[src/rtl/ram_arb.sv]
// Two-master SRAM arbiter: video word reads have priority, a streak limit bounds CPU starvation.
// An access in progress (including the 2-cycle memwait word access) is never preempted.
module ram_arb #(
  parameter int VID_MAX = 4
) (
  input  logic        clk,
  input  logic        rst_n,
  input  logic [19:0] cpu_adr,
  input  logic        cpu_en,
  input  logic        cpu_ben,
  input  logic        cpu_wr,
  input  logic [31:0] cpu_din,
  output logic [31:0] cpu_dout,
  output logic        cpu_wait,
  input  logic        vid_req,
  input  logic [17:0] vid_adr,
  output logic        vid_ack,
  output logic [31:0] vid_data,
  output logic [19:0] ram_adr,
  output logic        ram_en,
  output logic        ram_ben,
  output logic        ram_wr,
  output logic [31:0] ram_din,
  input  logic [31:0] ram_dout,
  input  logic        ram_wait
);

  typedef enum logic [1:0] {IDLE, BUSY_C, BUSY_V} state_t;

  localparam logic [3:0] STREAK_MAX = 4'(VID_MAX);

  state_t      state_q, state_d;
  logic [3:0]  streak_q, streak_d;
  logic        vid_ack_q, vid_ack_d;
  logic [31:0] vid_data_q, vid_data_d;

  logic own_c, own_v, vreq, streak_full, done_c, done_v;

  // Owner select; the request seen in the ack cycle is the one just served, so it is masked.
  always_comb begin
    own_c       = 1'b0;
    own_v       = 1'b0;
    vreq        = vid_req & ~vid_ack_q;
    streak_full = (streak_q == STREAK_MAX);
    case (state_q)
      BUSY_C: own_c = 1'b1;
      BUSY_V: own_v = 1'b1;
      default: begin
        if (vreq && !(cpu_en && streak_full)) begin
          own_v = 1'b1;
        end else if (cpu_en) begin
          own_c = 1'b1;
        end else if (vreq) begin
          own_v = 1'b1;
        end
      end
    endcase
  end

  assign done_c = own_c & ~ram_wait;
  assign done_v = own_v & ~ram_wait;

  assign ram_en   = rst_n & (own_c | own_v);
  assign ram_wr   = rst_n & own_c & cpu_wr;
  assign ram_adr  = own_v ? {vid_adr, 2'b00} : cpu_adr;
  assign ram_ben  = own_v ? 1'b0 : cpu_ben;
  assign ram_din  = own_v ? 32'd0 : cpu_din;
  assign cpu_dout = ram_dout;
  assign cpu_wait = rst_n & cpu_en & ~done_c;
  assign vid_ack  = vid_ack_q;
  assign vid_data = vid_data_q;

  always_comb begin
    state_d    = state_q;
    streak_d   = streak_q;
    vid_ack_d  = done_v;
    vid_data_d = done_v ? ram_dout : vid_data_q;

    case (state_q)
      IDLE: begin
        if (ram_wait) begin
          if (own_v) begin
            state_d = BUSY_V;
          end else if (own_c) begin
            state_d = BUSY_C;
          end
        end
      end
      default: begin
        if (!ram_wait) begin
          state_d = IDLE;
        end
      end
    endcase

    // Streak counts video wins only while the CPU is actually waiting.
    if (done_v) begin
      if (cpu_en) begin
        streak_d = streak_full ? streak_q : streak_q + 4'd1;
      end else begin
        streak_d = 4'd0;
      end
    end else if (done_c) begin
      streak_d = 4'd0;
    end
  end

  always_ff @(posedge clk or negedge rst_n) begin
    if (!rst_n) begin
      state_q    <= IDLE;
      streak_q   <= 4'd0;
      vid_ack_q  <= 1'b0;
      vid_data_q <= 32'd0;
    end else begin
      state_q    <= state_d;
      streak_q   <= streak_d;
      vid_ack_q  <= vid_ack_d;
      vid_data_q <= vid_data_d;
    end
  end

endmodule
[config.mk]
export PLATFORM = sky130hd
export DESIGN_NAME = ram_arb
export DESIGN_NICKNAME = d
export VERILOG_FILES = /design/src/rtl/ram_arb.sv
export SDC_FILE = /design/constraint.sdc
export NUM_CORES = 1
export LEC_CHECK = 0
export ABC_AREA = 1
export CAP_MARGIN = 20
export CORE_MARGIN = 2
export CORE_UTILIZATION = 34
export DETAILED_ROUTE_END_ITERATION = 8
export PLACE_DENSITY = 0.84
export SYNTH_ARGS = -nofsm -noshare
export SYNTH_HDL_FRONTEND = slang
export SYNTH_SLANG_ARGS = --single-unit
[constraint.sdc]
create_clock -name clk -period 4.32 [get_ports clk]
set_input_delay 0.864 -clock clk [delete_from_list [all_inputs] [get_ports clk]]
set_output_delay 0.864 -clock clk [all_outputs]
set_load 0.01 [all_outputs]
==> metrics.txt <==
status=completed; Sw Ratio=43.3%; pins over their slew limit=0; final setup TNS=0 ns; worst path cell trace=clkdlybuf4s50_1 -> nand2_1 -> inv_1 -> nand2_2 -> nand2_2 -> nand2_4 -> nand2_4 -> inv_2 -> buf_4 -> nor2_1 -> clkdlybuf4s50_1; CTS root buf=clkbuf_8; highest net fanout along the worst path=31; syn nets=487; post-synthesis compound-gate area fraction=0.289%; synthesized-area fraction occupied by adder cells=2.41%; sequential cell area fraction in the yosys report=37.6%; vias in the first global route=2,968; leakage=2.35 nW; measured slew at the worst slew-check pin=0.481 ns; synthesized area=0.00260 mm²; cell internal pwr=0.00182 W; Setup Fix Bufs, Post-CTS=0; Hold Path Class=input port to async pin; Final HPWL DP=7.40 mm; Peak VDD IR=0.343 mV; critical path class=input port to primary output; final hold violations=0; slowest stage cell, crit path=clkdlybuf4s50_1; Post-route DRC=0; initial DRC count=62; CTS Hold Bufs=0; via density per instance=4.36; worst path required time=3.46 ns; Setup Skew=0.00577 ns; simple-gate share of the synthesized area=36.5%; core footprint=0.00733 mm²; Seq cells post-synth=39; # rows=31; P&R area growth vs syn=82.3%; xor/xnor cell area share of the yosys netlist=0.674%; PwrDens=678 mW/mm²; Max Clock Freq=0.255 GHz; number of CTS-inserted buffers=5; gr usage total=21.1%; CP Launch Type=input port; Finished Core Util=64.6%; post-CTS resize count=0; Post-synth EDFFs=0; Crit. End Element=primary output; switching pwr=0.00139 W; post-synthesis mux area share=0%; largest net degree at the start of global routing=38; Final period util=90.8%; DR WL/cell=13.4 µm; # clock sinks=39; layout cells sized above 1=5.45%; Placer Congestion=0.853; clock tree buffer depth=2; Syn Area/Cell=6.96 µm²; DR vias=2,911; Antenna Nets Post-Route=0; die width=91.4 µm; n_diodes=0; die height=91.4 µm; Slew HR=67.9%; main flop type after synthesis=dfrtp_1; Flop pwr share=19.7%; CP arrival=3.06 ns; starting density of the core=35.4%; Yosys cell types=23; final setup vio count=0; Routed WL=8.96 mm; htree depth=2; CTS tree=done; Worst-path clk slew=0.08 ns; nets=682; maxcap violations=0; async set or reset register ratio after synthesis=100%; IO buf count=229; die area=0.00835 mm²; global-route wire length before repair=14.2 mm; minimum clock period=3.92 ns; combinational share of power=72.2%; max incr delay on CP=0.52 ns; largest family of logic cells by synthesized area=simple AND/OR/NAND/NOR gates; Synth warnings=0; # IOs=230; Congestion Overflow GR=0; Syn Inst Count=373; clk_lat worst skew=0.30 ns; clock group share of total power=8.0%; 1st-pass router iterations=4; initial antenna violation count=0; unrepaired setup endpoints after global routing=false
## final cells by class
| class | count | area (µm²) |
|---|---|---|
| Clock buffer | 5 | 68.8 |
| Clock inverter | 3 | 23.8 |
| Fill cell | 599 | 2590 |
| Inverter | 50 | 190 |
| Multi-Input combinational cell | 239 | 1040 |
| Sequential cell | 39 | 976 |
| Tap cell | 99 | 124 |
| Timing Repair Buffer | 233 | 2320 |
## power groups by stage
| stage | Sequential [W] | Combinational, W | Clock, W |
|---|---|---|---|
| CTS | 0.000633 | 0.00235 | 0.000265 |
| floorplan | 0.000698 | 0.00121 | 0 |
| global route | 0.000654 | 0.00254 | 0.000276 |
| global placement | 0.000629 | 0.00230 | 0 |
| finish | 0.000633 | 0.00232 | 0.000258 |
| detailed placement | 0.000635 | 0.00234 | 0 |
## sequential cells by signal, summed over array words and instances, names as in the netlist
signal    flops
vid_data     32
vid_ack       1
state_q       2
streak_q      4
## metal layers
layer  GRT usage [%]  part of all wire [%]  up-vias
met3            6.47                   8.4       17
met1            20.8                    36     1308
met4            7.58                   2.8        0
li1                -                     -     1439
met5               0                     0        -
met2            40.9                    53      147
## worst max-delay path: cells and delay by family
family	cells	cell delay, ns
AND/OR/NAND/NOR	6	0.49
buffers and inverters	5	1.68
## final timing paths
check | from | endpoint | slack (ns) | cells after the start
min reg2reg | vid_data[2] | vid_data[2] | 0.48 | 2
max in group asynchronous | rst_n | vid_data[17] | 3.28 | 2
max reg2reg | streak_q[0] | streak_q[1] | 2.16 | 11
min | rst_n | state_q[0] | 0.37 | 1
min in group clk | vid_data[2] | vid_data[2] | 0.48 | 2
max | cpu_en | ram_din[10] | 0.40 | 11
## cells in the mapped netlist, types with 2 or more instances
library cell	count	area (µm²)
clkbuf_8	3	41.3
nor2_1	42	158
ha_1	5	62.6
nand2_1	163	612
buf_4	35	263
nand2_4	2	22.5
nand4_1	2	12.5
buf_6	5	56.3
nand2_2	11	68.8
dfrtp_1	39	976
inv_1	48	180
nand3_1	7	35.0
## through the flow
step	total power (W)	cell area, µm²	hold WS (ns)	cells	worst slack, ns
2_1_floorplan	0.00190	2600	0.485	373	1.78
3_3_place_gp	0.00293	4640	0.461	660	0.476
3_5_place_dp	0.00298	4640	0.464	660	0.405
4_1_cts	0.00325	4740	0.372	668	0.391
5_1_grt	0.00347	4740	0.371	668	0.228
6_report	0.00321	4740	0.374	668	0.397
## kinds of logic after synthesis
family,after synthesis
compound gates,1
xor+xnor,2
fa+ha+maj,5
buf+inv,95
flops,39
simple gates,231
## layout by cell type (no fill, tap or decap)
cell type        Yosys  final
clkdlybuf4s50_1      0    228
nand3_1              7      7
and2_1               1      1
nand3_4              1      1
inv_1               48     48
clkbuf_8             3      5
or2_2                1      1
inv_2                1      1
buf_2                0      1
clkinvlp_4           0      2
inv_6                0      1
dfrtp_1             39     39
nand4_1              2      2
o31ai_1              1      1
nor2_1              42     42
buf_4               35      4
nand2_1            163    163
inv_4                1      1
nand2_2             11     11
ha_1                 5      5
xor2_1               1      1
nand2_4              2      2
xnor2_1              1      1
nand3_2              1      1
Note: power is estimated with default switching activity, not from simulation.
